==> config.mk <==
export PLATFORM = sky130hd
export DESIGN_NAME = time_set_ctrl
export DESIGN_NICKNAME = d
export VERILOG_FILES = /design/src/rtl/time_pkg.sv /design/src/rtl/time_field_step.sv /design/src/rtl/time_set_ctrl.sv
export SDC_FILE = /design/constraint.sdc
export NUM_CORES = 1
export LEC_CHECK = 0
export ABC_CLOCK_PERIOD_IN_PS = 2470
export BUFFER_PORTS_ARGS = -buffer_cell sky130_fd_sc_hd__buf_2
export CAP_MARGIN = 20
export CELL_PAD_IN_SITES_DETAIL_PLACEMENT = 1
export CELL_PAD_IN_SITES_GLOBAL_PLACEMENT = 1
export CORE_UTILIZATION = 45
export CTS_BUF_LIST = sky130_fd_sc_hd__clkbuf_16
export DETAILED_ROUTE_END_ITERATION = 7
export GPL_ROUTABILITY_DRIVEN = 0
export PLACE_DENSITY_LB_ADDON = 0.2
export SYNTH_ARGS = -nofsm -noshare
export SYNTH_HDL_FRONTEND = slang
export SYNTH_SLANG_ARGS = --single-unit
export TNS_END_PERCENT = 5
==> constraint.sdc <==
create_clock -name clk -period 2.47 [get_ports clk]
set_clock_uncertainty 0.15 [all_clocks]
set_input_delay 0.6175 -clock clk [delete_from_list [all_inputs] [get_ports clk]]
set_output_delay 0.6175 -clock clk [all_outputs]
set_load 0.05 [all_outputs]
==> src/rtl/time_pkg.sv <==
// time_pkg: shared field codes, slice positions, FSM states and field limits for the time-set writer.
package time_pkg;
  localparam logic [1:0] SEL_HOUR = 2'b00;
  localparam logic [1:0] SEL_MIN = 2'b01;
  localparam logic [1:0] SEL_SEC = 2'b11;
  localparam int HOUR_LSB = 14;
  localparam int MIN_LSB = 7;
  localparam int SEC_LSB = 0;
  localparam int DEF_HOUR_MAX = 23;
  localparam int DEF_MINSEC_MAX = 59;
  typedef enum logic [2:0] {IDLE, LOAD, EDIT, SETUP, STROBE, HOLD} state_t;
  function automatic logic [1:0] next_field(input logic [1:0] f);
    return f == SEL_HOUR ? SEL_MIN : SEL_SEC;
  endfunction
  function automatic logic [6:0] field_slice(input logic [20:0] t, input logic [1:0] f);
    return f == SEL_HOUR ? t[HOUR_LSB+:7] : f == SEL_MIN ? t[MIN_LSB+:7] : t[SEC_LSB+:7];
  endfunction
endpackage

==> src/rtl/time_field_step.sv <==
// time_field_step: wrap-around +/-1 of a field value; simultaneous up and down cancel out.
module time_field_step (
  input  logic [6:0] value_i,
  input  logic [6:0] limit_i,
  input  logic       up_i,
  input  logic       down_i,
  output logic [6:0] next_o
);
  always_comb
    next_o = (up_i & ~down_i) ? (value_i == limit_i ? 7'd0 : value_i + 7'd1) :
             (down_i & ~up_i) ? (value_i == 7'd0 ? limit_i : value_i - 7'd1) : value_i;
endmodule

==> src/rtl/time_set_ctrl.sv <==
// time_set_ctrl: button-driven edit session over hh:mm:ss that commits each confirmed field
// to the time register through a setup / IE pulse / hold sequence.
module time_set_ctrl
  import time_pkg::*;
#(
  parameter int IE_PULSE   = 2,
  parameter int TIMEOUT    = 50_000_000,
  parameter int HOUR_MAX   = DEF_HOUR_MAX,
  parameter int MINSEC_MAX = DEF_MINSEC_MAX
) (
  input  logic        clk,
  input  logic        rst_n,
  input  logic        btn_mode,
  input  logic        btn_up,
  input  logic        btn_down,
  input  logic        btn_ok,
  input  logic [20:0] t_cur,
  output logic        IE,
  output logic        enSet,
  output logic [1:0]  select,
  output logic [6:0]  D,
  output logic        editing,
  output logic        busy
);
  localparam int TW = $clog2(TIMEOUT + 1);
  localparam int SW = $clog2(IE_PULSE + 1);
  state_t          state_q;
  logic [1:0]      field_q, sel_q;
  logic [TW-1:0]   tcnt_q;
  logic [SW-1:0]   scnt_q;
  logic [6:0]      d_q, d_d, limit, slice;
  logic            ie_q, en_q, editing_q, busy_q, last;
  assign limit = field_q == SEL_HOUR ? 7'(HOUR_MAX) : 7'(MINSEC_MAX);
  assign slice = field_slice(t_cur, field_q);
  assign last  = field_q == SEL_SEC;
  time_field_step u_step (
    .value_i(d_q),
    .limit_i(limit),
    .up_i   (btn_up),
    .down_i (btn_down),
    .next_o (d_d)
  );
  always_ff @(posedge clk or negedge rst_n)
    if (!rst_n) begin
      state_q   <= IDLE;
      field_q   <= SEL_HOUR;
      sel_q     <= SEL_HOUR;
      d_q       <= '0;
      tcnt_q    <= '0;
      scnt_q    <= '0;
      ie_q      <= 1'b0;
      en_q      <= 1'b0;
      editing_q <= 1'b0;
      busy_q    <= 1'b0;
    end else
      case (state_q)
        IDLE: if (btn_mode) begin
          state_q <= LOAD;
          field_q <= SEL_HOUR;
        end
        LOAD: begin
          d_q       <= slice > limit ? limit : slice;
          sel_q     <= field_q;
          tcnt_q    <= '0;
          editing_q <= 1'b1;
          state_q   <= EDIT;
        end
        EDIT:
          if (btn_ok) begin
            state_q   <= SETUP;
            editing_q <= 1'b0;
            busy_q    <= 1'b1;
            en_q      <= 1'b1;
            tcnt_q    <= '0;
          end else if (btn_mode) begin
            editing_q <= 1'b0;
            tcnt_q    <= '0;
            field_q   <= next_field(field_q);
            state_q   <= last ? IDLE : LOAD;
          end else if (btn_up | btn_down) begin
            d_q    <= d_d;
            tcnt_q <= '0;
          end else if (tcnt_q == TW'(TIMEOUT - 1)) begin
            editing_q <= 1'b0;
            tcnt_q    <= '0;
            state_q   <= IDLE;
          end else tcnt_q <= tcnt_q + 1'b1;
        SETUP: begin
          ie_q    <= 1'b1;
          scnt_q  <= '0;
          state_q <= STROBE;
        end
        STROBE:
          if (scnt_q == SW'(IE_PULSE - 1)) begin
            ie_q    <= 1'b0;
            state_q <= HOLD;
          end else scnt_q <= scnt_q + 1'b1;
        HOLD: begin
          en_q    <= 1'b0;
          busy_q  <= 1'b0;
          field_q <= next_field(field_q);
          state_q <= last ? IDLE : LOAD;
        end
        default: state_q <= IDLE;
      endcase
  assign IE      = ie_q;
  assign enSet   = en_q;
  assign select  = sel_q;
  assign D       = d_q;
  assign editing = editing_q;
  assign busy    = busy_q;
endmodule

; Word level (Yosys, flattened, before mapping)
; Index checks and enable logic that the tools add are counted.
; Widths: inputs -> output; s select.
[classes]
addsub = 4
reduce_logical = 14
bitwise = 5
div_mod_pow = 0
order_cmp = 1
n_mux = 41
n_eq_ne = 21
shifts = 0
multipliers = 0
[op_table]
columns = cell, n
row1 = $mux 26, 4
row2 = $mux 7, 10
row3 = $pmux 26 s2, 1
row4 = $add 26x1->26 const B, 1
row5 = $eq 26x26->1 const B, 1
row6 = $mux 3, 6
row7 = $pmux 3 s6, 1
row8 = $ne 2x2->1 const B, 8
row9 = $pmux 7 s2, 1
row10 = $mux 2, 5
row11 = $ne 4x4->1 const B, 2
row12 = $reduce_and 4->1, 2
row13 = $add 7x1->7 const B, 1
row14 = $eq 7x6->1, 1
row15 = $gt 7x6->1, 1
row16 = $logic_not 7->1, 1
row17 = $mux 1, 7
row18 = $sub 7x1->7 const B, 1
row19 = $eq 3x2->1 const B, 2
row20 = $eq 3x3->1 const B, 2
row21 = $mux 6, 1
row22 = $pmux 1 s2, 3
row23 = $pmux 2 s3, 1
row24 = $reduce_and 2->1, 3
row25 = 15 further kinds, 20
[word_totals]
input_bits = 27
rom_bits = 0
elab_cells = 95
ramBits = 0
out_inout_bits = 13
latchBits = 0
reg_bits = 45
memories = 0

; Depth between registers and ports, before layout
; Gate-level depths: netlist (run 1).
[logic_depth]
word_depth = 9
mapped_depth = 7
depth_no_buf = 7

; Cells and area by module
; From an unflattened synthesis (run 1), not the netlist that was laid out.
[hier_totals]
hier_cells = 385
area_unflattened_um2 = 3196.8
[by_module_without_submodules]
columns = module, instances, area_per_inst_um2, cells_each, seq_area_each_um2
row1 = time_set_ctrl, 1, 2641.3, 305, 1126.1
row2 = time_field_step, 1, 555.5, 80, 0.0

; Worst setup path after synthesis (run 1)
; Ideal clock, no wire load.
[synth_path]
kind = reg-to-reg
startpoint = reg d_q[1], in the netlist D[1]
endpoint = reg d_q[4], in the netlist D[4]
synth_period_minus_slack_ns = 2.353
path_slack_ns = 0.117
arrival_ns = 2.077
n_path_buf = 0
path_stages_with_launch = 7
setup_time_ns = 0.126
required_ns = 2.194
cell_sequence = dfrtp_1 -> ha_1 -> nand3_1 -> nor4_2 -> nor3_2 -> and3_1 -> a221o_1
[synth_via]
elab_chain_cells = 8
elab_cells_between_ends = 12
cone_classes = 2 x add/sub / 1 x eq/ne / 8 x mux / 1 x reduce/logical
[synth_lines]
columns = item, line
row1 = "start, declared", time_set_ctrl.sv:31  ; logic [6:0] d_q, d_d, limit, slice;
row2 = "start signal, assigned", time_set_ctrl.sv:62  ; d_q <= slice > limit ? limit : slice;
row3 = $sub 7x1->7 or $logic_not 7->1 (tied branches), time_field_step.sv:11  ; (down_i & ~up_i) ? (value_i == 7'd0 ? limit_i : value_i - 7'd1) : value_i;
row4 = $mux 7 (2 in a row), time_field_step.sv:11
row5 = $mux 7 (*), time_field_step.sv:10  ; next_o = (up_i & ~down_i) ? (value_i == limit_i ? 7'd0 : value_i + 7'd1) :
row6 = $mux 7 (*), time_set_ctrl.sv:80  ; end else if (btn_up | btn_down) begin
row7 = $mux 7 (*), time_set_ctrl.sv:75  ; end else if (btn_mode) begin
row8 = $mux 7 (*), time_set_ctrl.sv:69  ; if (btn_ok) begin
row9 = $pmux 7 s2 (*), time_set_ctrl.sv:56  ; case (state_q)
; Every way passes the cells marked *; elsewhere a longest branch is shown, timed or not. The select of a mux whose other input is x is not followed.
; A chain may end at the register's enable or synchronous reset.

; Final worst setup path (run 1)
[layout_path]
startpoint = reg d_q[0], in the netlist D[0]
endpoint = reg d_q[4], in the netlist D[4]
; The elaborated chain is that of the path after synthesis.

==> metrics, run 1 <==
Sink Count between 40 and 50; First DRT Iteration DRCs 150; Crit-path slowest cell dfrtp_1; Die Area between 0.007 and 0.008 mm²; count leader, synth dfrtp_1; starting density of the core between 40% and 50%; syn nets ~390; die height slightly below 90 µm; Area Growth Syn to Fin 13.9%; CTS Root Buffer Type clkbuf_16; DP HPWL between 6000 and 7000 µm; Crit Path Category reg -> reg; reg-to-reg startpoint D[0]$_DFFE_PN0P_; Post-Synthesis Cells 361; routed via count roughly 2900; final worst slack 0.189 ns; Port-buffer cells 39; achievable frequency ~0.44 GHz; area leader, netlist dfrtp_1; Synth async-reset ratio 100%; Critical Path Source D[0]$_DFFE_PN0P_; Tcrit/Tclk final between 90% and 100%; Met3 Wirelength 246 µm; vias in the first global route 2930; largest net degree at the start of global routing 25; Worst Path Max Fanout 8; Synth top area share 34.9%; gr ovfl total 0; clock-pin slew on the worst setup and hold paths about 0.06 ns; n_diodes 0; Routed Antenna Nets 0; met2 WL approximately 4400 µm; WL/cell ~18 µm; final hold slack 0.165 ns; Critical Path Sink Type register; total wire length ~9100 µm; Final setup viols 0; Data arrival, critical path 2.30 ns; final max-slew violation count 0; uppermost layer routed met4; initial antenna violation count 0; nets around 430; DP Cell Count 487; Die X-Extent approximately 87 µm; hold buffer count at cts 0; list of most frequent post-synthesis cells dfrtp_1, nand2_1, nor2_1; share of layout cells above drive strength 1 between 20% and 30%; All-Layer GR Usage between 20% and 30%; met1 wire length between 4000 and 5000 µm; Placeable Area around 0.007 mm²; worst-case clock buffer depth 2; vias per inst between 5 and 6; CTS tree built; Hold Path Class in -> async; Post-Route Setup TNS 0 ns; Clock Latency Late Sink a little under 0.3 ns; post-route minimum period approximately 2.3 ns; worst rel slew slack slightly below 60%; Yosys reg bits 45; leakage 1.48 nW; io pins 40; VDD IR max 0.687 mV; Least-Margin Pin Slew between 0.6 and 0.7 ns; Finished Layout Cells slightly below 500; synthesized area 0.00323 mm²; worst slack, placed between 0.03 and 0.04 ns; Synth warnings 0; Cell variety after synth 80; TritonCTS buffer count 5; # DRC 0; Main synth FF type dfrtp_1; Pwr Density about 1100 mW/mm²; nature of the critical path startpoint register; status finished, final reports clean; Hold Fails Final Rpt 0; CP peak stage delay 0.45 ns; unrepaired setup endpoints after global routing no; max cap viols 0; Row Count 30; Post-synth EDFFs 0; sequential element share of the synthesized area 34.9%; Worst EP required about 2.5 ns; global-route wire length before repair ~15000 µm; cell breakdown of the critical path ha_1 > nand3_1 > nor4_2 > nor3_2 > and3_1 > a221o_1; top cells by area, synth dfrtp_1, xnor2_1, nand2_1; drt pass-1 iters 4; H-Tree Level Count 2; Syn Area/Cell 8.94 µm²
==> flip-flops by register name, indices dropped and copies added (netlist names) <==
signal / count
field_q: 2
editing: 1
busy: 1
IE: 1
state_q: 3
select: 2
scnt_q: 2
tcnt_q: 26
D: 7
==> worst max-delay path: cells and delay by family, from the launching register on <==
family,cells,cell delay [ns]
flops,1,0.45
compound gates,1,0.34
fa+ha+maj,1,0.28
simple gates,4,0.94
==> cells in the final DEF, fill, tap and decap left out, types with 3 or more instances in the layout <==
cell type | Yosys | layout
a211oi_1 | 5 | 5
a21o_1 | 3 | 3
a21oi_1 | 11 | 11
a221oi_1 | 3 | 3
a22o_1 | 3 | 3
a311oi_1 | 3 | 3
a31oi_1 | 5 | 5
and2_1 | 3 | 3
and3_1 | 4 | 4
buf_2 | 7 | 39
buf_4 | 1 | 11
clkbuf_16 | 0 | 5
dfrtp_1 | 45 | 45
ha_1 | 4 | 4
inv_1 | 13 | 15
mux2_2 | 4 | 4
mux2i_1 | 4 | 4
nand2_1 | 29 | 29
nand2b_1 | 6 | 6
nand3_1 | 19 | 19
nand4_1 | 4 | 4
nor2_1 | 29 | 29
nor2_2 | 5 | 5
nor2b_1 | 3 | 3
nor3_1 | 14 | 14
nor4_1 | 11 | 10
nor4_2 | 5 | 6
o21ai_0 | 20 | 20
o31ai_1 | 4 | 4
or3_1 | 3 | 3
xnor2_1 | 19 | 19
==> worst paths after layout <==
kind,end,slack [ns],depth (start not counted)
worst min-delay path,tcnt_q[2]$_DFFE_PN0N_,0.17,1
worst min register to register,select[0]$_DFFE_PN0P_,0.35,1
worst max-delay path,D[4]$_DFFE_PN0P_,0.19,6
worst max register to register,D[4]$_DFFE_PN0P_,0.19,6
min in group clk,select[0]$_DFFE_PN0P_,0.35,1
max in group asynchronous,select[1]$_DFFE_PN0P_,1.47,2
==> cell type report <==
type	count	area (µm²)
clock buffers	5	125
clock inverters	3	15.0
fillers	822	3190
inverters	13	48.8
multi-input cells	282	1940
flip-flops and latches	45	1130
well taps	96	120
repair buffers	51	298
==> what timing repair did <==
| item | 4_1_cts | 5_1_grt |
|---|---|---|
| endpoints found under the hold margin | 0 | 0 |
| setup buffers | 0 | 0 |
| endpoints found under the setup margin | 0 | 2 |
| resized for setup | 0 | 2 |
==> where the power goes <==
part	switching [mW]	internal, mW	total [mW]	leakage [nW]
combinational	1.41	0.758	2.17	0.820
sequential	0.279	0.884	1.16	0.591
clock	0.290	0.368	0.658	0.0724
==> layer usage <==
| layer | up-vias | GRT usage, % |
|---|---|---|
| met2 | 57 | 40.5 |
| met3 | 17 | 3.81 |
| met1 | 1444 | 36.9 |
| met4 | 0 | 6.67 |
| li1 | 1399 | - |
| met5 | - | 0 |
==> stage by stage <==
step                      power [mW]  utilization [%]  area (µm²)
after global routing            4.22             53.5        3670
after CTS                       3.97             53.3        3660
final                           3.99             53.5        3670
after global placement          3.22             51.2        3520
after floorplan                 2.71                -        3230
after detailed placement        3.29             51.2        3520
==> kinds of logic after synthesis <==
kind of cell	count (synthesis)	synth area share (%)
fa+ha+maj	4	1.55
simple gates	166	31.8
compound gates	84	18.3
flops	45	34.9
xor+xnor	20	5.43
buf+inv	34	5.35
mux	8	2.64
(Power assumes the default switching activity.)
==> run 2, diff against run 1 <==
- CELL_PAD_IN_SITES_DETAIL_PLACEMENT: 1 -> unset
- CELL_PAD_IN_SITES_GLOBAL_PLACEMENT: 1 -> unset
- CORE_UTILIZATION: 45 -> 50
==> metrics, run 2 (synthesis results as in run 1) <==
status finished, final reports clean; leakage 1.45 nW; CP peak stage delay about 0.47 ns; Tcrit/Tclk final between 90 and 100%; Crit Path Category reg -> reg; Worst EP required 2.48 ns; H-Tree Level Count 2; unrepaired setup endpoints after global routing no; Post-CTS Setup Bufs 0; max cap viols 0; n_diodes 0; Die X-Extent ~82 µm; commonest cells after routing, fill and taps aside dfrtp_1, buf_2, nor2_1, nand2_1, o21ai_0; Final setup viols 0; Worst Path Max Fanout 8; achievable frequency 0.433 GHz; Die Area 0.00678 mm²; Data arrival, critical path ~2.3 ns; Hold Fails Final Rpt 0; Row Count 28; Routed Antenna Nets 0; routed via count 2860; All-Layer GR Usage about a quarter; initial antenna violation count 0; Pwr Density around 1100 mW/mm²; # fillers 530; CP delay by family, top compound AO/OA/AOI/OAI gates; nets between 400 and 500; Clock Latency Late Sink 0.28 ns; worst-case clock buffer depth 2; global-route wire length before repair roughly 12000 µm; total wire length roughly 7500 µm; CTS Root Buffer Type clkbuf_16; Post-Route Setup TNS 0 ns; # DRC 0; Buf/Inv on CP 1; nature of the critical path startpoint register; worst rel slew slack about 59%; DP HPWL about 5400 µm; share of layout cells above drive strength 1 about a quarter; drt pass-1 iters 4; DP Cell Count between 400 and 500; TritonCTS buffer count 5; Crit-path slowest cell nor4b_2; Sink Count 45; gr ovfl total 0; WL/cell ~16 µm; cell breakdown of the critical path inv_1 > ha_1 > nor4b_2 > a31oi_1 > a21boi_0 > a211oi_1 > o31ai_1; Placeable Area about 0.006 mm²; starting density of the core 53.2%; vias in the first global route 2586; First DRT Iteration DRCs 145; Area Growth Syn to Fin 11.5%; Hold Path Class in -> async; vias per inst between 6 and 7; Finished Layout Cells between 400 and 500; commonest non-fill, non-tap cell in the layout dfrtp_1; final max-slew violation count 0; Critical Path Sink Type register; clock-pin slew on the worst setup and hold paths around 0.06 ns; max FFs per register 26; largest net degree at the start of global routing 46; hold buffer count at cts 0; Port-buffer cells 39; VDD IR max around 0.74 mV; CTS tree built; io pins 40; post-route minimum period roughly 2.3 ns; Least-Margin Pin Slew between 0.6 and 0.7 ns; Biggest register tcnt_q; die height roughly 82 µm
-- run 2: cell count changes in the layout (fill, tap and decap cells not counted), sizes merged --
cell,change
buf,-4
-- run 2: where the power goes --
part,switching (mW),internal [mW],total [mW]
Clock,0.277,0.368,0.645
Sequential,0.284,0.884,1.17
Combinational,1.29,0.708,2.00
-- run 2: final timing paths --
| check | to | start | cells after the start | slack [ns] |
|---|---|---|---|---|
| max | D[3]$_DFFE_PN0P_ | D[0]$_DFFE_PN0P_ | 7 | 0.16 |
| min | tcnt_q[21]$_DFFE_PN0N_ | rst_n | 2 | 0.27 |
| max reg2reg | D[3]$_DFFE_PN0P_ | D[0]$_DFFE_PN0P_ | 7 | 0.16 |
| min reg2reg | select[0]$_DFFE_PN0P_ | select[0]$_DFFE_PN0P_ | 1 | 0.36 |
| max in group asynchronous | scnt_q[1]$_DFFE_PN0P_ | rst_n | 2 | 1.50 |
| min in group clk | select[0]$_DFFE_PN0P_ | select[0]$_DFFE_PN0P_ | 1 | 0.36 |
-- run 2: worst register-to-register path: stages (launching register included) --
cell,delay [ns]
dfrtp_1,0.45
inv_1,0.10
ha_1,0.23
nor4b_2,0.47
a31oi_1,0.18
a21boi_0,0.16
a211oi_1,0.34
o31ai_1,0.10
-- run 2: final cells by class --
type                       count  area [µm²]  area share [%]
clock inverter                 3        15.0           0.417
multi-input combinational    282        1930            53.7
tap                           75        93.8            2.61
timing repair buffer          47         255            7.10
inverter                      13        48.8            1.36
clock buffer                   5         125            3.48
sequential                    45        1130            31.3
-- run 2: per-stage QoR --
step / instance area, µm² / worst slack [ns] / power (mW) / utilization [%] / hold WS, ns
after floorplan: 3230 / 0.117 / 2.71 / - / 0.172
after global placement: 3450 / 0.225 / 3.14 / 56.9 / 0.336
after detailed placement: 3450 / 0.243 / 3.16 / 56.9 / 0.348
after CTS: 3590 / 0.242 / 3.81 / 59.2 / 0.294
after global routing: 3600 / 0.0761 / 4.09 / 59.4 / 0.348
final: 3600 / 0.161 / 3.81 / 59.4 / 0.270
-- run 2: what timing repair did --
item | 4_1_cts | 5_1_grt
setup endpoints to repair | 0 | 1
endpoints found under the hold margin | 0 | 0
gates resized for setup | 0 | 1
-- run 2: routing by layer --
layer / GRT usage [%] / vias to the layer above / part of all wire, %
li1: - / 1404 / -
met2: 36.2 / 71 / 45
met5: 0 / - / 0
met4: 7.37 / 0 / 1.2
met3: 3.19 / 11 / 4.4
met1: 34.6 / 1374 / 49
==> run 3, diff against run 2 <==
- RECOVER_POWER: unset -> 100
==> metrics, run 3 (synthesis results as in run 1) <==
WHS Path Cells 1; unrepaired setup endpoints after global routing no; # fillers ~550; global-route wire length before repair between 10000 and 15000 µm; commonest non-fill, non-tap cell in the layout dfrtp_1; CTS Root Buffer Type clkbuf_16; Critical Path Sink Type register; nets about 430; Row Count 28; worst-case clock buffer depth 2; Clock Latency Late Sink 0.28 ns; commonest cells after routing, fill and taps aside dfrtp_1, nor2_1, nand2_1; total wire length between 7000 and 8000 µm; hold path startpoint select[0]$_DFFE_PN0P_; Seq pwr share 31.0%; Reg2Reg Setup Slack between 0.15 and 0.2 ns; worst rel slew slack 24.1%; max FFs per register 26; Pint around 1.9 mW; Clk pwr share about 17%; CTS tree built; hold endpoint select[0]$_DFFE_PN0P_; Post-Route Setup TNS 0 ns; leakage roughly 1.4 nW; die height just over 80 µm; Sink Count 45; First DRT Iteration DRCs between 100 and 150; starting density of the core 53.2%; max cap viols 0; Port-buffer cells 39; io pins 40; Multi-input gate area between 0.0015 and 0.002 mm²; Final setup viols 0; Biggest register tcnt_q; initial antenna violation count 0; final max-slew violation count 0; Tcrit/Tclk final just over 90%; DP HPWL ~5400 µm; post-route minimum period roughly 2.3 ns; switching share of power around 49%; VDD IR max 0.716 mV; combinational share of power approximately 52%; TritonCTS buffer count 5; Least-Margin Pin Slew between 1 and 1.5 ns; achievable frequency ~0.44 GHz; Area Growth Syn to Fin 10.4%; # DRC 0; vias per inst ~6; Placeable Area slightly above 0.006 mm²; n_diodes 0; Routed Antenna Nets 0; gr ovfl total 0; WL/cell roughly 16 µm; status finished, final reports clean; reg-to-reg startpoint D[0]$_DFFE_PN0P_; Data arrival, critical path about 2.3 ns; largest net degree at the start of global routing 46; Worst R2R End D[3]$_DFFE_PN0P_; Hold Path Class reg -> reg; sw power 1.84 mW; All-Layer GR Usage between 20% and 30%; clock-pin slew on the worst setup and hold paths about 0.060 ns; Hold Fails Final Rpt 0; hold buffer count at cts 0; vias in the first global route 2586; routed via count roughly 2800; nature of the critical path startpoint register; Pwr Density ~1100 mW/mm²; Final Util between 50% and 60%; Worst Path Max Fanout 8; share of layout cells above drive strength 1 ~20%; Worst EP required between 2 and 2.5 ns; H-Tree Level Count 2; worst reg2reg path depth 7; register area 0.00113 mm²; Die X-Extent ~82 µm; Crit Path Category reg -> reg; drt pass-1 iters 4; Die Area about 0.0068 mm²
-- run 3: cell types whose count changed in the layout (fill, tap and decap cells not counted) --
cell | before | now
buf_4 | 8 | 6
and2_1 | 3 | 2
nor3b_4 | 1 | 0
buf_2 | 39 | 26
o21ai_1 | 1 | 0
clkbuf_1 | 0 | 14
nor3b_1 | 1 | 2
and2_0 | 0 | 1
o21ai_2 | 1 | 0
o21ai_0 | 20 | 22
clkbuf_2 | 0 | 1
-- run 3: stage by stage --
stage	hold slack [ns]	setup slack (ns)	instances	power [mW]	area [µm²]
6_report	0.362	0.180	470	3.74	3560
5_1_grt	0.392	0.0733	470	4.02	3560
4_1_cts	0.294	0.242	470	3.81	3590
2_1_floorplan	0.172	0.117	361	2.71	3230
3_5_place_dp	0.348	0.243	462	3.16	3450
3_3_place_gp	0.336	0.225	462	3.14	3450
-- run 3: worst max path at each step --
| stage | end | slack, ns | cells past startpoint | start |
|---|---|---|---|---|
| 6_report | D[3]$_DFFE_PN0P_ | 0.18 | 7 | D[0]$_DFFE_PN0P_ |
| 5_1_grt | D[3]$_DFFE_PN0P_ | 0.07 | 7 | D[0]$_DFFE_PN0P_ |
| 4_1_cts | D[3]$_DFFE_PN0P_ | 0.24 | 7 | D[0]$_DFFE_PN0P_ |
| 3_5_place_dp | D[4]$_DFFE_PN0P_ | 0.24 | 6 | t_cur[19] |
| 3_3_place_gp | D[3]$_DFFE_PN0P_ | 0.22 | 7 | D[0]$_DFFE_PN0P_ |
| 2_1_floorplan | D[4]$_DFFE_PN0P_ | 0.12 | 6 | D[1]$_DFFE_PN0P_ |
-- run 3: timing repair --
action,in CTS,in global routing
setup endpoints to repair,0,1
setup buffers,0,0
endpoints found under the hold margin,0,0
gates resized for setup,0,1
-- run 3: metal layers --
layer / part of all wire [%] / vias to the layer above / GRT usage [%]
met2: 45 / 78 / 36.2
met1: 49 / 1352 / 34.6
met4: 1.3 / 0 / 7.37
met5: 0 / - / 0
li1: - / 1394 / -
met3: 4.6 / 10 / 3.19
-- run 3: final cells by class --
class,instances,share of cell area (%)
Multi-Input combinational cell,282,53.9
Sequential cell,45,31.6
Timing Repair Buffer,47,6.54
Clock buffer,5,3.51
Tap cell,75,2.64
Inverter,13,1.37
Clock inverter,3,0.422
-- run 3: power groups by stage --
stage	Combinational, mW	Sequential [mW]	Clock, mW
2_1_floorplan	1.41	1.30	0
3_3_place_gp	1.96	1.17	0
3_5_place_dp	1.98	1.18	0
4_1_cts	1.99	1.16	0.660
5_1_grt	2.14	1.21	0.682
6_report	1.94	1.16	0.647
-- run 3: critical path, stage by stage (launching register included) --
cell      delay (ns)
dfrtp_1         0.45
inv_1           0.10
ha_1            0.22
nor4b_2         0.47
a31oi_1         0.18
a21boi_0        0.16
a211oi_1        0.32
o31ai_1         0.10
